$ cat src/rtl/rescue_prime_arbiter.sv
// Round-robin front end that time-shares one serial-load Rescue-Prime
// permutation core among NUM_REQ requesters. One job at a time: load
// NUM_WORDS words, start, wait for done, read NUM_WORDS results back, clear.
module rescue_prime_arbiter #(
  parameter int N_BITS    = 254,
  parameter int NUM_REQ   = 4,
  parameter int NUM_WORDS = 39,
  parameter int MAX_WAIT  = 4096
) (
  input  logic                         clk,
  input  logic                         reset,
  input  logic [NUM_REQ-1:0]           req_valid,
  input  logic [NUM_REQ*N_BITS-1:0]    req_data,
  output logic [NUM_REQ-1:0]           req_ready,
  output logic [NUM_REQ-1:0]           rsp_valid,
  output logic [N_BITS-1:0]            rsp_data,
  input  logic [NUM_REQ-1:0]           rsp_ready,
  output logic                         core_wr,
  output logic [N_BITS-1:0]            core_wdata,
  output logic                         core_start,
  input  logic                         core_done,
  output logic                         core_rd,
  input  logic [N_BITS-1:0]            core_rdata,
  output logic                         core_clear,
  output logic                         busy,
  output logic [$clog2(NUM_REQ)-1:0]   grant_id,
  output logic                         timeout_err
);
  localparam int GW = $clog2(NUM_REQ);
  localparam int CW = $clog2(NUM_WORDS + 1);
  localparam int TW = $clog2(MAX_WAIT + 1);

  typedef enum logic [2:0] {
    S_IDLE, S_LOAD, S_START, S_WAIT, S_RD_ISSUE, S_RD_HOLD, S_CLEAR
  } state_t;

  state_t              r_state;
  logic [GW-1:0]       r_rr;
  logic [GW-1:0]       r_grant;
  logic [CW-1:0]       r_wcnt;
  logic [CW-1:0]       r_rcnt;
  logic [TW-1:0]       r_wait;
  logic [N_BITS-1:0]   r_rsp_data;
  logic                r_hold_vld;   // result word captured, now presented

  logic [GW-1:0]       w_pick;
  logic                w_any;
  logic                w_gvalid;
  logic                w_wait_last;
  logic [GW-1:0]       w_rr_next;

  assign w_any       = |req_valid;
  assign w_gvalid    = req_valid[r_grant];
  assign w_wait_last = (r_wait == TW'(MAX_WAIT - 1));
  assign w_rr_next   = (r_grant == GW'(NUM_REQ - 1)) ? '0 : r_grant + 1'b1;

  // Cyclic priority search: lowest offset from the rr pointer wins, so scan
  // offsets high-to-low and let the last hit stand.
  always_comb begin
    int idx;
    w_pick = r_rr;
    for (int k = NUM_REQ - 1; k >= 0; k--) begin
      idx = int'(r_rr) + k;
      if (idx >= NUM_REQ) idx = idx - NUM_REQ;
      if (req_valid[GW'(idx)]) w_pick = GW'(idx);
    end
  end

  // Job sequencer: grant, load, start, wait, read back word by word, clear.
  always_ff @(posedge clk) begin
    if (reset) begin
      r_state    <= S_IDLE;
      r_rr       <= '0;
      r_grant    <= '0;
      r_wcnt     <= '0;
      r_rcnt     <= '0;
      r_wait     <= '0;
      r_rsp_data <= '0;
      r_hold_vld <= 1'b0;
    end else begin
      case (r_state)
        S_IDLE: if (w_any) begin
          r_grant <= w_pick;
          r_state <= S_LOAD;
        end
        S_LOAD: if (w_gvalid) begin
          r_wcnt <= r_wcnt + 1'b1;
          if (r_wcnt == CW'(NUM_WORDS - 1)) r_state <= S_START;
        end
        S_START: begin
          r_wait  <= '0;
          r_state <= S_WAIT;
        end
        S_WAIT: begin
          if (core_done)        r_state <= S_RD_ISSUE;
          else if (w_wait_last) r_state <= S_CLEAR;
          else                  r_wait  <= r_wait + 1'b1;
        end
        S_RD_ISSUE: begin
          r_rcnt     <= r_rcnt + 1'b1;
          r_hold_vld <= 1'b0;
          r_state    <= S_RD_HOLD;
        end
        S_RD_HOLD: begin
          // Core data lands one cycle after core_rd; present it from then on.
          if (!r_hold_vld) begin
            r_rsp_data <= core_rdata;
            r_hold_vld <= 1'b1;
          end else if (rsp_ready[r_grant]) begin
            r_hold_vld <= 1'b0;
            r_state    <= (r_rcnt == CW'(NUM_WORDS)) ? S_CLEAR : S_RD_ISSUE;
          end
        end
        S_CLEAR: begin
          r_rr    <= w_rr_next;
          r_wcnt  <= '0;
          r_rcnt  <= '0;
          r_state <= S_IDLE;
        end
        default: r_state <= S_IDLE;
      endcase
    end
  end

  // Per-lane handshakes only ever point at the granted requester.
  always_comb begin
    req_ready = '0;
    rsp_valid = '0;
    if (r_state == S_LOAD)                req_ready[r_grant] = 1'b1;
    if (r_state == S_RD_HOLD && r_hold_vld) rsp_valid[r_grant] = 1'b1;
  end

  assign core_wr     = (r_state == S_LOAD) && w_gvalid;
  assign core_wdata  = req_data[r_grant*N_BITS +: N_BITS];
  assign core_start  = (r_state == S_START);
  assign core_rd     = (r_state == S_RD_ISSUE);
  assign core_clear  = reset || (r_state == S_CLEAR);
  assign timeout_err = (r_state == S_WAIT) && !core_done && w_wait_last;
  assign busy        = (r_state != S_IDLE);
  assign grant_id    = r_grant;
  assign rsp_data    = r_rsp_data;

endmodule
$ cat config.mk
export PLATFORM = sky130hd
export DESIGN_NAME = rescue_prime_arbiter
export DESIGN_NICKNAME = d
export VERILOG_FILES = /design/src/rtl/rescue_prime_arbiter.sv
export SDC_FILE = /design/constraint.sdc
export NUM_CORES = 1
export LEC_CHECK = 0
export BUFFER_PORTS_ARGS = -buffer_cell sky130_fd_sc_hd__clkbuf_2
export CAP_MARGIN = 20
export CORE_AREA = 2 2 696 698
export CTS_BUF_LIST = sky130_fd_sc_hd__clkbuf_4 sky130_fd_sc_hd__clkbuf_8
export CTS_CLUSTER_DIAMETER = 80
export DETAILED_ROUTE_END_ITERATION = 16
export DIE_AREA = 0 0 698 700
export PLACE_DENSITY = 0.3
export SLEW_MARGIN = 5
export SYNTH_ARGS = -nofsm -noshare
export SYNTH_HDL_FRONTEND = slang
export SYNTH_SLANG_ARGS = --single-unit
$ cat constraint.sdc
create_clock -name clk -period 3.4 [get_ports clk]
set_input_delay 0.68 -clock clk [delete_from_list [all_inputs] [get_ports clk]]
set_output_delay 0.68 -clock clk [all_outputs]
set_load 0.02 [all_outputs]
==> results of run 1 <==
-- stage by stage --
step	setup slack [ns]	hold WS (ns)	instance area, um2
finish	0.0311	0.116	39000
global route	-0.0852	0.0541	38800
CTS	-0.125	0.000661	38400
detailed placement	0.582	0.449	33700
global placement	0.571	0.454	33700
floorplan	0.848	0.443	16600
-- state kept, by name, summed over array words and instances, names as in the netlist --
| signal | cells |
|---|---|
| grant_id | 2 |
| r_hold_vld | 1 |
| r_rcnt | 6 |
| r_rr | 2 |
| r_state | 3 |
| r_wait | 13 |
| r_wcnt | 6 |
| rsp_data | 254 |
-- kinds of logic after synthesis --
logic type      Yosys count  share of synthesized area
compound gates          306                     0.0976
xor+xnor                  5                    0.00264
fa+ha+maj                 8                    0.00603
buf+inv                 164                     0.0428
flops                   287                      0.346
mux                     260                      0.350
simple gates            618                      0.155
-- per-layer routing --
layer,share of wire,up-vias
li1,-,10300
met1,0.32,13500
met2,0.53,2055
met3,0.11,919
met4,0.031,266
met5,0.0041,-
-- final cells by class --
| class | instances | area (um2) |
|---|---|---|
| Timing Repair Buffer | 2055 | 12900 |
| Multi-Input combinational cell | 1197 | 10200 |
| Inverter | 12 | 50.0 |
| Sequential cell | 287 | 5760 |
| Tap cell | 6425 | 8040 |
| Clock inverter | 12 | 195 |
| Antenna cell | 183 | 458 |
| Clock buffer | 111 | 1430 |
| Fill cell | 56800 | 442000 |
-- power groups by stage --
stage	clock network, mW	logic [mW]	registers, mW
floorplan	0	1.60	3.58
global placement	0	4.87	3.57
detailed placement	0	4.75	3.56
CTS	5.52	5.36	3.49
global route	5.59	5.39	3.50
finish	5.21	5.20	3.49
-- cells in the final DEF, fill, tap and decap left out, types with 4 or more instances in the layout --
master         instances
and3_1                 7
nor2_1                15
xor2_1                 4
nor3b_1                5
o31ai_1                5
nand4_1                6
a21oi_1              273
inv_1                 11
clkbuf_4              68
buf_4                 27
o21ai_0                5
buf_2                 39
bufinv_16              5
buf_6                 20
or3_1                  7
nand2_1              521
mux2i_1                4
buf_8                 19
mux4_2               256
and2_1                 5
or4_1                  5
bufbuf_16              4
clkinvlp_4             4
diode_2              183
nand3_1               15
dfxtp_1              282
nor3_1                 4
clkbuf_2            1651
buf_16                21
clkbuf_8             121
ha_1                   7
buf_12                31
dlygate4sd3_1        164
-- path summary, 6_finish.rpt --
| check | startpoint | slack [ns] | cells past startpoint | to |
|---|---|---|---|---|
| max | grant_id[0] | 0.03 | 5 | core_wdata[204] |
| min reg2reg | rsp_data[109] | 0.46 | 2 | rsp_data[109] |
| min | core_rdata[199] | 0.12 | 3 | rsp_data[199] |
| max reg2reg | r_state[0] | 1.08 | 5 | rsp_data[231] |
-- repair_timing --
item / 4_1_cts / 5_1_grt
endpoints found under the hold margin: 164 / 0
resized for setup: 194 / 88
setup endpoints to repair: 243 / 105
pin swaps: 1 / 0
gates cloned: 14 / 1
setup buffers: 24 / 2
hold buffers: 164 / 0
-- worst max-delay path, cell delays in order (launching register included) --
cell,delay (ns)
dfxtp_4,0.41
buf_16,0.20
buf_8,0.17
buf_16,0.18
mux4_2,0.55
buf_2,0.21
==> metrics.yaml, run 1 <==
drv_slew: 0
p_leak_nw: 14.7
period_minus_slack_ns: 3.37
antenna_found_initial: 564
yosysTopAreaCellShare: 0.348
routed_wl_um: 434000
drive_gt1_frac: 0.624
grt_max_degree: 137
hold_path_class: "in2reg"
grt_pass1_wl_um: 496000
combPwrFrac: 0.374
crit_path_start_kind: "register"
synth_ff_type: "dfxtp_1"
drc: 0
tns_ns: 0
yosysMostFrequentCell: "nand2_1"
num_vias: 27000
detail_route.wl_per_cell_um: 42.3
worst_slew_pin_slew_ns: 0.918
worst-setup-path-type: "reg2out"
ys_top_cells_by_count: "nand2_1, dfxtp_1, a21oi_1"
yosysSeqAreaShare: 0.346
clock-skew-final_ns: 0.0322
synth_area_um2: 16600
slew_headroom: 0.388
synth_edf_count: 0
synth-async-reset-ratio: 0
cp.arrival_ns: 2.69
clk_root_buffer_cell: "clkbuf_8"
cts_htree_levels: 3
fin_total_pwr_mw: 13.9
syn_area_per_cell_um2: 10.1
use_met1: 0.161
vias_per_cell: 2.63
hpwl_um: 397000
cap_violations: 0
pin_count: 1805
stdcell_count: 10300
cts_tree: "done"
syn_to_final_growth_pct: 135
cp_max_fo: 12
die_y_um: 700
p_sw_mw: 5.47
nNetsFinal: 4916
peakVddDrop_mv: 0.196
synth_top_area_cell: "mux4_2"
dp.cells: 9771
setup_viol_count_final: 0
drtPass1Iterations: 5
synth_area_leaders: "mux4_2, dfxtp_1, nand2_1"
drtAntennaViolNets: 0
start_util: 0.0345
first_global_vias: 26600
grtUsageMet2: 0.321
fp-row-count: 255
endpoint_kind: "output port"
routabilityCongestion: 0.973
ys_seq_elements: 287
clk_path_buf_depth: 4
gr-usage-met3: 0.0869
p_int_mw: 8.43
p_seq_frac: 0.251
finalCritPeriodShare: 0.991
p_per_area_nw_per_um2: 356
synthesis.nets: 2937
globalRoute.busiestLayer: "met2"
yosys.cell_types.count: 56
grt_overflow: 0
yosysWarnings: 0
drtIter0Drc: 2281
track_usage: 0.171
fmax_ghz: 0.297
swShare: 0.394
hold_viol_final: 0
dieArea_um2: 489000
path_clk_slew_ns: 0.06
numCtsBuffers: 74
p_clk_frac: 0.375
rsz0062_at_grt: "true"
required_ns: 2.72
synth_cells: 1648
io_buffers: 1804
cts_sinks: 287
outcome: "complete, no violations"
fin_util: 0.0811
core_area_um2: 481000
clk_latency_ns: 0.88
die_w_um: 698
(Power assumes the default switching activity.)
==> inputs of run 2 (changes only) <==
Settings changed: CORE_AREA 2 2 696 698 to 2 2 704 706, DIE_AREA 0 0 698 700 to 0 0 706 708.
Clock period 3.4 ns to 3 ns, I/O delays scaled along.
==> run 2 against run 1 <==
Critical path depth up 1. Critical path type unchanged. Utilization increased by 0.14 points. Die area increased by 2.3%. Non-clock buffer count up 71. Via count is 1.6% higher. Final cell count grew 0.87%. The run now ends with setup timing left. Sequential power is 13% higher. Routed wire length increased by 3.2%.
==> metrics.yaml, run 2 (same netlist as run 1, synthesis figures left out) <==
fin_ws_ns: -0.296  # was 0.0311 ns
hold_path_class: "in2reg"  # unchanged
fmax_ghz: 0.303
p_per_area_nw_per_um2: 394  # was 356 nW/um2
cts_sinks: 287  # unchanged
cts_tree: "done"  # unchanged
cp_max_fo: 10  # was 12
p_leak_nw: 15.3  # was 14.7 nW
highest_layer: "met5"  # unchanged
cp.arrival_ns: 2.70  # was 2.69 ns
clk_path_buf_depth: 4  # unchanged
drive_gt1_frac: 0.627  # was 0.624
period_minus_slack_ns: 3.30
required_ns: 2.40  # was 2.72 ns
core_area_um2: 492000  # was 481000 um2
min_from: "core_rdata[0]"  # was core_rdata[199]
layout_common_cells: "clkbuf_2, nand2_1, dfxtp_1"  # unchanged
path_clk_slew_ns: 0.06  # about the same
grt_pass1_wl_um: 513000  # was 496000 um
drtIter0Drc: 2114  # was 2281
clk_latency_ns: 0.88  # about the same
syn_to_final_growth_pct: 145  # was 135%
hpwl_um: 417000  # was 397000 um
vias_per_cell: 2.65  # was 2.63
largest_reg_flops: 254  # unchanged
final_common_cell: "clkbuf_2"  # unchanged
clock-skew-final_ns: 0.0855  # was 0.0322 ns
finalCritPeriodShare: 1.10
postPlaceCellArea_um2: 34300  # was 33700 um2
dr_wl_met2_um: 241000  # was 230000 um
hold_viol_final: 0  # unchanged
grt_overflow: 0  # unchanged
nNetsFinal: 4986  # was 4916
first_global_vias: 27900  # was 26600
ff2ff_setup_slack_ns: 0.29  # was 1.08 ns
die_w_um: 706  # was 698 um
r2r_start: "r_wait[4]"  # was r_state[0]
drc: 0  # unchanged
clk_root_buffer_cell: "clkbuf_8"  # unchanged
cts_htree_levels: 3  # unchanged
peakVddDrop_mv: 0.249  # was 0.196 mV
start_util: 0.0337  # was 0.0345
routabilityCongestion: 0.960  # was 0.973
failed_checks: "setup timing"
setup_viol_count_final: 254  # was 0
rsz0062_at_grt: "true"  # unchanged
place_ws_ns: 0.307  # was 0.582 ns
worst_slew_pin_slew_ns: 0.770  # was 0.918 ns
drtPass1Iterations: 6  # was 5
drv_slew: 0  # unchanged
wl_met3_um: 39100  # was 48900 um
pin_count: 1805  # unchanged
numCtsBuffers: 73  # was 74
detail_route.wl_per_cell_um: 43.2  # was 42.3 um
slew_headroom: 0.486  # was 0.388
grt_max_degree: 116  # was 137
outcome: "finished with violations"  # was complete, no violations
routed_wl_um: 448000  # was 434000 um
io_buffers: 1804  # unchanged
num_vias: 27400  # was 27000
cap_violations: 0  # unchanged
drtAntennaViolNets: 0  # unchanged
dieArea_um2: 500000  # was 489000 um2
design_area_um2: 40600  # was 39000 um2
drt-met1-wl_um: 153000  # was 140000 um
startpoint: "grant_id[0]"  # unchanged
worst-setup-path-type: "reg2out"  # unchanged
track_usage: 0.172  # was 0.171
die_y_um: 708  # was 700 um
endpoint_kind: "output port"  # unchanged
antenna_found_initial: 563  # was 564
fp-row-count: 258  # was 255
crit_path_start_kind: "register"  # unchanged
-- run 2: changes by cell type in the layout (fill, tap and decap cells not counted), sizes merged --
cell and delta:
clkbuf -77, diode -56, clkinv +6, inv +3, clkinvlp -3, dlygate4sd3 +25
bufinv -1, buf +119, bufbuf -2
-- run 2: final timing paths --
| check | end | cells past startpoint |
|---|---|---|
| worst max-delay path | core_wdata[43] | 6 |
| worst min-delay path | rsp_data[0] | 3 |
| worst max register to register | r_wait[10] | 13 |
| worst min register to register | rsp_data[224] | 2 |
-- run 2: worst max-delay path, stage by stage (launching register included) --
cell,delay [ns]
dfxtp_4,0.39
buf_12,0.16
buf_12,0.14
buf_16,0.17
buf_16,0.16
mux4_2,0.60
buf_6,0.18
-- run 2: metrics by stage --
step           hold WS (ns)  utilization  total power, mW  cells  TNS (ns)
2_1_floorplan         0.443            -             5.87   1648         0
3_3_place_gp          0.473       0.0696             9.80   9870         0
3_5_place_dp          0.447       0.0696             9.61   9870         0
4_1_cts             0.00305       0.0808             16.4  10200    -91.42
5_1_grt              0.0434       0.0821             16.6  10300    -76.66
6_report              0.104       0.0825             16.0  10400    -35.95
-- run 2: what timing repair did --
item                                   4_1_cts  5_1_grt
setup buffers                               35       13
endpoints found under the hold margin      189        0
gates cloned                                15        3
setup endpoints to repair                  268      265
pin swaps                                    3        0
hold buffers                               189        0
gates resized for setup                    311      241
-- run 2: layer usage --
| layer | global-route usage | up-vias |
|---|---|---|
| met5 | 0 | - |
| met4 | 0.0393 | 194 |
| met3 | 0.0620 | 910 |
| met2 | 0.332 | 2105 |
| met1 | 0.174 | 13900 |
| li1 | - | 10300 |
-- run 2: final cells by class --
cell class / instances / area, um2
clock inverter: 17 / 199
sequential: 287 / 5770
inverter: 12 / 50.0
antenna: 127 / 318
timing repair buffer: 2126 / 14500
tap: 6500 / 8130
clock buffer: 105 / 1360
fill: 57700 / 452000
multi-input combinational: 1197 / 10200
-- run 2: power by group --
part,internal [mW],switching (mW),total (mW),leakage [nW]
combinational,2.60,3.74,6.34,12.2
sequential,3.88,0.0765,3.95,2.32
clock,3.24,2.45,5.70,0.826
